$ cat src/rtl/inst_cache.sv
// Direct-mapped, one-word-per-line instruction cache between the fetcher and the memory controller.
// Misses issue a single word read; a flush during a miss lets the read finish but discards the response.
module inst_cache #(
  parameter int INDEX_W = 6
) (
  input  logic        clk_in,
  input  logic        rst_in,
  input  logic        rdy_in,
  input  logic        _clear,
  input  logic        _fetch_req,
  input  logic [31:0] _fetch_addr,
  output logic        _inst_ready_out,
  output logic [31:0] _inst_out,
  output logic        _icache_busy,
  output logic        _mc_req,
  output logic [31:0] _mc_addr,
  input  logic        _mc_ready,
  input  logic [31:0] _mc_data
);

  localparam int LINES = 1 << INDEX_W;
  localparam int TAG_W = 30 - INDEX_W;

  typedef enum logic [1:0] {S_IDLE, S_MISS, S_DROP} state_t;

  state_t             r_state;
  state_t             w_next;
  logic [LINES-1:0]   r_valid;
  logic [TAG_W-1:0]   r_tag  [LINES];
  logic [31:0]        r_data [LINES];
  logic               r_ready_q;
  logic [31:0]        r_inst;
  logic               r_mc_req;
  logic [31:0]        r_mc_addr;

  logic [INDEX_W-1:0] w_idx;
  logic [TAG_W-1:0]   w_tag;
  logic [INDEX_W-1:0] w_fill_idx;
  logic [TAG_W-1:0]   w_fill_tag;
  logic               w_hit;
  logic               w_hit_pulse;
  logic               w_start;
  logic               w_fill;
  logic               w_fill_pulse;
  logic               w_unused;

  assign w_idx      = _fetch_addr[INDEX_W+1:2];
  assign w_tag      = _fetch_addr[31:INDEX_W+2];
  // The outstanding miss address doubles as the fill address.
  assign w_fill_idx = r_mc_addr[INDEX_W+1:2];
  assign w_fill_tag = r_mc_addr[31:INDEX_W+2];
  assign w_hit      = r_valid[w_idx] && (r_tag[w_idx] == w_tag);
  assign w_unused   = &{1'b0, _fetch_addr[1:0]};

  assign _inst_ready_out = r_ready_q & rdy_in;
  assign _inst_out       = r_inst;
  assign _icache_busy    = (r_state != S_IDLE);
  assign _mc_req         = r_mc_req;
  assign _mc_addr        = r_mc_addr;

  always_ff @(posedge clk_in or posedge rst_in) begin
    if (rst_in) begin
      r_state <= S_IDLE;
    end else if (rdy_in) begin
      r_state <= w_next;
    end
  end

  always_comb begin
    w_next       = r_state;
    w_hit_pulse  = 1'b0;
    w_start      = 1'b0;
    w_fill       = 1'b0;
    w_fill_pulse = 1'b0;
    case (r_state)
      S_IDLE: begin
        if (_fetch_req && !_clear) begin
          if (w_hit) begin
            w_hit_pulse = 1'b1;
          end else begin
            w_start = 1'b1;
            w_next  = S_MISS;
          end
        end
      end
      S_MISS: begin
        if (_mc_ready) begin
          w_fill       = 1'b1;
          w_fill_pulse = !_clear;
          w_next       = S_IDLE;
        end else if (_clear) begin
          w_next = S_DROP;
        end
      end
      S_DROP: begin
        if (_mc_ready) begin
          w_fill = 1'b1;
          w_next = S_IDLE;
        end
      end
      default: w_next = S_IDLE;
    endcase
  end

  always_ff @(posedge clk_in or posedge rst_in) begin
    if (rst_in) begin
      r_valid   <= '0;
      r_ready_q <= 1'b0;
      r_inst    <= '0;
      r_mc_req  <= 1'b0;
      r_mc_addr <= '0;
    end else if (rdy_in) begin
      r_ready_q <= w_hit_pulse | w_fill_pulse;
      if (w_hit_pulse) begin
        r_inst <= r_data[w_idx];
      end else if (w_fill_pulse) begin
        r_inst <= _mc_data;
      end
      if (w_start) begin
        r_mc_req  <= 1'b1;
        r_mc_addr <= {_fetch_addr[31:2], 2'b00};
      end else if (w_fill) begin
        r_mc_req <= 1'b0;
      end
      if (w_fill) begin
        r_valid[w_fill_idx] <= 1'b1;
      end
    end
  end

  always_ff @(posedge clk_in) begin
    if (rdy_in && w_fill) begin
      r_tag[w_fill_idx]  <= w_fill_tag;
      r_data[w_fill_idx] <= _mc_data;
    end
  end

endmodule

$ cat config.mk
export PLATFORM = sky130hd
export DESIGN_NAME = inst_cache
export DESIGN_NICKNAME = d
export VERILOG_FILES = /design/src/rtl/inst_cache.sv
export SDC_FILE = /design/constraint.sdc
export NUM_CORES = 2
export LEC_CHECK = 0
export BUFFER_PORTS_ARGS = -buffer_cell sky130_fd_sc_hd__buf_4
export CAP_MARGIN = 20
export CELL_PAD_IN_SITES_DETAIL_PLACEMENT = 1
export CELL_PAD_IN_SITES_GLOBAL_PLACEMENT = 1
export CORE_ASPECT_RATIO = 2
export CORE_MARGIN = 2
export CORE_UTILIZATION = 30
export DETAILED_ROUTE_END_ITERATION = 7
export MAX_ROUTING_LAYER = met4
export PLACE_DENSITY = 0.47
export REMOVE_ABC_BUFFERS = 1
export SLEW_MARGIN = 20
export SYNTH_ARGS = -nofsm -noshare
export SYNTH_HDL_FRONTEND = slang
export SYNTH_SLANG_ARGS = --single-unit
$ cat constraint.sdc
create_clock -name clk_in -period 7.2 [get_ports clk_in]
set_clock_uncertainty 0.2 [all_clocks]
set_input_delay 2.16 -clock clk_in [delete_from_list [all_inputs] [get_ports clk_in]]
set_output_delay 2.16 -clock clk_in [all_outputs]
set_load 0.05 [all_outputs]
# Word level (Yosys, flattened, before mapping)
# Memory sizes are Yosys's and may differ from the RTL's.
# Cells that the tools add are included.
dict set report totals {
  ram_bits 3584
  output_inout_bits 67
  word_cells 62
  inputBits 70
  regBits 130
  mem_count 2
}
# memory words word_bits read_ports rd_clocked_by_memory_dff write_ports line_no
set memory_table {}
lappend memory_table {r_data 64 32 1 0 1 30} ;# logic [31:0] r_data [LINES];
lappend memory_table {r_tag 64 24 1 0 1 29} ;# logic [TAG_W-1:0] r_tag [LINES];
dict set report classes {
  muxes 26
  n_reduce_logical 15
  eq_ne 7
  bitwise_logic 3
  order_cmp 3
}
# op n
set op_table {}
lappend op_table {{two-way mux 32 bit} 2}
lappend op_table {{bitwise OR 64 bit} 1}
lappend op_table {{equality test 24 bit} 1}
lappend op_table {{two-way mux 1 bit} 16}
lappend op_table {{< comparator 6 x 7 -> 1 bit (second input constant)} 2}
lappend op_table {{two-way mux 2 bit} 5}
lappend op_table {{AND reduction 2 bit} 4}
lappend op_table {{binary-select mux 1 bit (select 6 bit)} 1}
lappend op_table {{demux 1 bit (select 6 bit)} 1}
lappend op_table {{>= comparator 6 x 1 -> 1 bit (second input constant)} 1}
lappend op_table {{!= test 2 bit (second input constant)} 3}
lappend op_table {{one-hot mux 2 bit (3 select lines)} 1}
lappend op_table {{nonzero test 2 bit} 3}
lappend op_table {{AND reduction 5 bit} 1}
lappend op_table {{logical AND 1 bit} 4}
lappend op_table {{!= test 3 bit (second input constant)} 1}
lappend op_table {{equality test 2 x 1 -> 1 bit (second input constant)} 1}
lappend op_table {{equality test 2 bit (second input constant)} 1}
lappend op_table {{zero test 2 bit} 1}
lappend op_table {{OR reduction 2 bit} 1}
lappend op_table {{AND 1 bit} 1}
lappend op_table {{zero test 1 bit} 1}
lappend op_table {{bitwise OR 1 bit} 1}

# Logic depth before layout (Yosys ltp)
dict set report logic_depth {
  ltp_word 8
  mapped_depth 19
  ltp_nobuf 10
}

# Worst setup path after synthesis
# OpenSTA, ideal clock, no wires.
dict set report synth_timing {
  path_kind {input -> register}
  startpoint {input _fetch_addr[3]}
  endpoint {register r_inst[19], in the netlist _inst_out[19]}
  n_path_buf 9
  required_time_ps 6869
  setup_ps 131
  path_stages 15
  path_slack_ps 1031
  t_arrival_ps 5838
  cell_sequence {buf_2 buf_2 buf_2 buf_2 buf_2 buf_2 clkbuf_1 clkbuf_1 clkbuf_1 mux4_2 mux4_2 nand2_1 a31oi_1 and3_1 or3_1}
}
dict set report synth_between {
  elab_chain_len 8
  elab_cells_between_ends 12
  classes_between {eq/ne: 1; mux: 6; reduce/logical: 3; memory: 2}
}
# item line_no
set synth_lines {}
lappend synth_lines {{start: declaration} 11} ;# input logic [31:0] _fetch_addr,
lappend synth_lines {{memory read (64 x 24 bit) / binary-select mux 1 bit (select 6 bit) (equally long branches)} --}
lappend synth_lines {{equality test 24 bit / two-way mux 1 bit (equally long branches)} 52} ;# assign w_hit = r_valid[w_idx] && (r_tag[w_idx] == w_tag);
lappend synth_lines {{logical AND 1 bit} 52}
lappend synth_lines {{two-way mux 1 bit} 78} ;# if (w_hit) begin
lappend synth_lines {{two-way mux 1 bit} 77} ;# if (_fetch_req && !_clear) begin
lappend synth_lines {{two-way mux 1 bit} 75} ;# case (r_state)
lappend synth_lines {{nonzero test 2 bit (no source line)} --}
lappend synth_lines {{AND reduction 2 bit (no source line)} --}
lappend synth_lines {{end signal: assignment} 115} ;# r_inst <= r_data[w_idx];
lappend synth_lines {{end signal: assignment} 117} ;# r_inst <= _mc_data;
lappend synth_lines {{end: declaration} 32} ;# logic [31:0] r_inst;
# Parallel ways exist; a longest one is shown, timed or not. The select of a mux whose other input is x is not followed.
# A chain may end at the register's enable or synchronous reset.

# Worst setup path in the final report
dict set report layout_timing {
  startpoint {input _fetch_addr[2]}
  endpoint {register r_mc_addr[30], in the netlist _mc_addr[30]}
}
dict set report layout_between {
  elab_chain_len 7
  elab_cells_between_ends 9
  classes_between {eq/ne: 1; mux: 5; reduce/logical: 2; memory: 1}
}
# item line_no
set layout_lines {}
lappend layout_lines {{memory read (64 x 24 bit) / binary-select mux 1 bit (select 6 bit) (equally long branches)} --}
lappend layout_lines {{equality test 24 bit / two-way mux 1 bit (equally long branches)} 52}
lappend layout_lines {{logical AND 1 bit *} 52}
lappend layout_lines {{two-way mux 1 bit *} 78}
lappend layout_lines {{two-way mux 1 bit *} 77}
lappend layout_lines {{two-way mux 1 bit *} 75}
lappend layout_lines {{AND reduction 2 bit (no source line) *} --}
lappend layout_lines {{end signal: assignment} 121} ;# r_mc_addr <= {_fetch_addr[31:2], 2'b00};
lappend layout_lines {{end: declaration} 34} ;# logic [31:0] r_mc_addr;
# Every way passes the cells marked *; elsewhere a longest branch is shown, timed or not. The select of a mux whose other input is x is not followed.

==> flow_summary_export.csv <==
group,metric,value,unit
job,maxCapViolations,0,
final_layout,syn_to_final_growth,16.7,%
synth,synthCells,6256,
power_and_ir_drop,swShare,24.9,%
cts,cts_tree,"built",
route,ant_nets,0,
die,coreArea,475000,µm²
die,io_pins,137,
cts,cts_resized,0,
sta,fmax,142,MHz
power_and_ir_drop,p_int,36.9,mW
sta,tns,0,ns
cts,cts_hold_buf,0,
critical_path,crit_chain,"buf_16, buf_12, buf_12, buf_12, mux4_2, a22oi_1, o2111ai_1, a211oi_1, a21oi_1, nor4_1, buf_4, nand4_1, buf_4, or4b_4, nand4_4, buf_12, mux2_2",
route,first_iter_violations,6672,
synth,ys_seq_area_share,77.5,%
cts,cts_buffers,331,
final_layout,stdcell_area,167000,µm²
power_and_ir_drop,p_per_area,294,nW/µm²
power_and_ir_drop,p_switching,12.2,mW
power_and_ir_drop,seqPwrFrac,52.8,%
critical_path,path_max_fanout,25,
critical_path,worstPathArrival,7.65,ns
global_routing,grt_pass1_vias,76205,
global_routing,grt-ovfl-total,0,
critical_path,crit_path_frequent_cell,"buf_12",
critical_path,critPathKind,"primary input to flop",
critical_path,endpoint_kind,"flop",
global_routing,grt_usage,22.0,%
sta,rsz0062_at_grt,"false",
power_and_ir_drop,power,49.1,mW
die,die_y,981,µm
sta,drv_slew,0,
route,wl_per_cell,38.9,µm
critical_path,cpMaxStageDelayCell,"nor4_1",
power_and_ir_drop,pwr-share-comb,9.4,%
sta,finalHoldViolCount,0,
die,dieArea,483000,µm²
power_and_ir_drop,clock_power_share,37.9,%
cts,clk-insertion-delay-late,0.98,ns
route,vias_per_cell,5.26,
synth,synth-seq-cells,3714,
placement,place_area,156000,µm²
global_routing,grt_pass1_wl,698,mm
global_routing,antenna_found_initial,24,
cts,cts_setup_buffers,0,
status,status,"finished clean",
die,start_util,30.1,%
power_and_ir_drop,leakagePower,52.7,nW
hold_path,hp-class,"flop to flop",
critical_path,required,7.81,ns
route,drc_errors,0,
placement,placed_cells,12815,
synth,synthArstFlopShare,3.50,%
die,die_w,492,µm
route,vias,70687,
synth,netlist_area,143000,µm²
final_layout,fin_nets,6921,
synth,synth_edf_count,3584,
cts,path_clk_slew,0.06,ns
route,dr.pass1.iters,5,
die,rows,358,
sta,setup_viol,0,
sta,tightest_slew,1.15,ns
final_layout,drive_gt1_share,31.9,%
synth,ys_warn_count,0,
synth,avgSynthCellArea,22.9,µm²
final_layout,layout_commonest_cell,"edfxtp_1",
critical_path,critPathMaxStageDelay,0.98,ns
final_layout,final_cell_mix,"edfxtp_1, mux4_2, buf_4",
cts,htree_levels,5,
route,wirelength,522,mm
placement,dp_hpwl,299,mm
placement,place.gp.congestion,0.789,
cts,cts-root-buf,"clkbuf_16",
global_routing,grt_max_degree,109,
placement,port-buffer-count,132,
synth,synth_cell_type_count,82,
synth,ys.flop_type,"edfxtp_1",
cts,cts.sinks,3714,
sta,whs,0.266,ns
critical_path,crit_path_start_kind,"primary input",
cts,cts_max_path_buffers,4,
power_and_ir_drop,max-vdd-ir-drop,165,µV
sta,period_needed,7.04,ns
final_layout,layoutNonFillerInstCount,13427,
sta,timing.final.crit_share,97.7,%
sta,slew_headroom,22.5,%
## logic make-up (layout without fill, tap and decap cells)
group	Yosys count	after routing	synth area share, %
muxes	1231	1231	17.2
adders and majority gates	3	3	0.0262
AOI/OAI and AO/OA	343	343	1.74
and+or+nand+nor	565	565	2.09
buffers and inverters	391	1252	1.47
DFF	3714	3714	77.5
other	1	11	0.00262
xor gates and xnor gates	8	8	0.0490
## routing by layer
| metal | vias to the layer above | global-route usage (%) | part of all wire [%] |
|---|---|---|---|
| met5 | - | - | 0 |
| met4 | 0 | 6.89 | 3.7 |
| met3 | 627 | 2.33 | 3.8 |
| met2 | 1895 | 40.6 | 56 |
| met1 | 40392 | 24.6 | 37 |
| li1 | 27773 | - | - |
## registers in the layout, indices dropped and copies added, names as in the netlist
signal     count
r_state        2
r_data      2048
r_tag       1536
_mc_addr      30
_mc_req        1
r_ready_q      1
r_valid       64
_inst_out     32
## synthesized netlist by cell type (4+ instances only)
cell | instances | area [µm²]
edfxtp_1 | 3584 | 108000
mux4_2 | 974 | 21900
mux2i_1 | 211 | 2110
clkbuf_1 | 166 | 623
dfrtp_1 | 130 | 3250
nand2_1 | 105 | 394
a22oi_1 | 101 | 758
nor2_1 | 94 | 353
buf_2 | 92 | 460
nand3_1 | 89 | 445
or2_2 | 69 | 432
o22ai_1 | 56 | 350
and3_1 | 44 | 275
buf_6 | 42 | 473
inv_1 | 42 | 158
nor3_1 | 35 | 175
or3_1 | 32 | 200
a21oi_1 | 31 | 155
mux2_1 | 28 | 315
nor2b_1 | 25 | 156
buf_4 | 21 | 158
a221oi_1 | 19 | 166
o21ai_0 | 19 | 95.1
mux2_2 | 18 | 203
a22o_1 | 17 | 149
a31oi_1 | 16 | 100
and2_1 | 14 | 87.6
buf_1 | 14 | 52.6
nor4_1 | 11 | 68.8
nand4_1 | 10 | 62.6
a211oi_1 | 9 | 67.6
buf_8 | 9 | 135
o221ai_1 | 9 | 78.8
nand2b_1 | 8 | 50.1
o22a_1 | 8 | 70.1
a21o_1 | 6 | 45.0
a32oi_1 | 6 | 52.6
xnor2_1 | 6 | 52.6
o31ai_1 | 5 | 37.5
a32o_1 | 4 | 40.0
and4b_1 | 4 | 40.0
## layout make-up
| type | count | area [µm²] |
|---|---|---|
| antenna | 9 | 22.5 |
| clock buffer | 413 | 8880 |
| clock inverter | 190 | 2080 |
| fill | 45491 | 308000 |
| inverter | 45 | 181 |
| multi-input combinational | 2152 | 30700 |
| sequential | 3714 | 111000 |
| tap | 6300 | 7880 |
| timing repair buffer | 604 | 6460 |
## power by group through the flow
| stage | combinational, mW | clock, mW | sequential, mW |
|---|---|---|---|
| after floorplan | 1.28 | 0 | 27.1 |
| after global placement | 4.55 | 0 | 26.3 |
| after detailed placement | 4.70 | 0 | 26.4 |
| after CTS | 4.70 | 19.0 | 25.9 |
| after global routing | 4.89 | 19.6 | 26.0 |
| final | 4.59 | 18.6 | 25.9 |
## final timing paths
path	from	to	slack, ns	cells past startpoint
max reg2reg	r_tag[23][4]	_mc_addr[30]	2.06	13
max in group asynchronous	rst_in	r_valid[33]	4.46	3
min reg2reg	r_valid[34]	r_valid[34]	0.27	1
max	_fetch_addr[2]	_mc_addr[30]	0.16	17
min in group asynchronous	rst_in	_mc_addr[25]	1.12	2
min	r_valid[34]	r_valid[34]	0.27	1
## metrics by stage
stage	util, %	setup WS (ns)
2_1_floorplan	-	-0.463
3_3_place_gp	32.8	-0.803
3_5_place_dp	32.8	-0.775
4_1_cts	35.2	0.227
5_1_grt	35.2	0.135
6_report	35.2	0.162
## critical path: cells and delay by family
| kind | cells | cell delay [ns] |
|---|---|---|
| compound gates | 4 | 1.01 |
| buf+inv | 7 | 1.46 |
| mux | 2 | 0.92 |
| simple gates | 4 | 1.85 |
(Power assumes the default switching activity.)
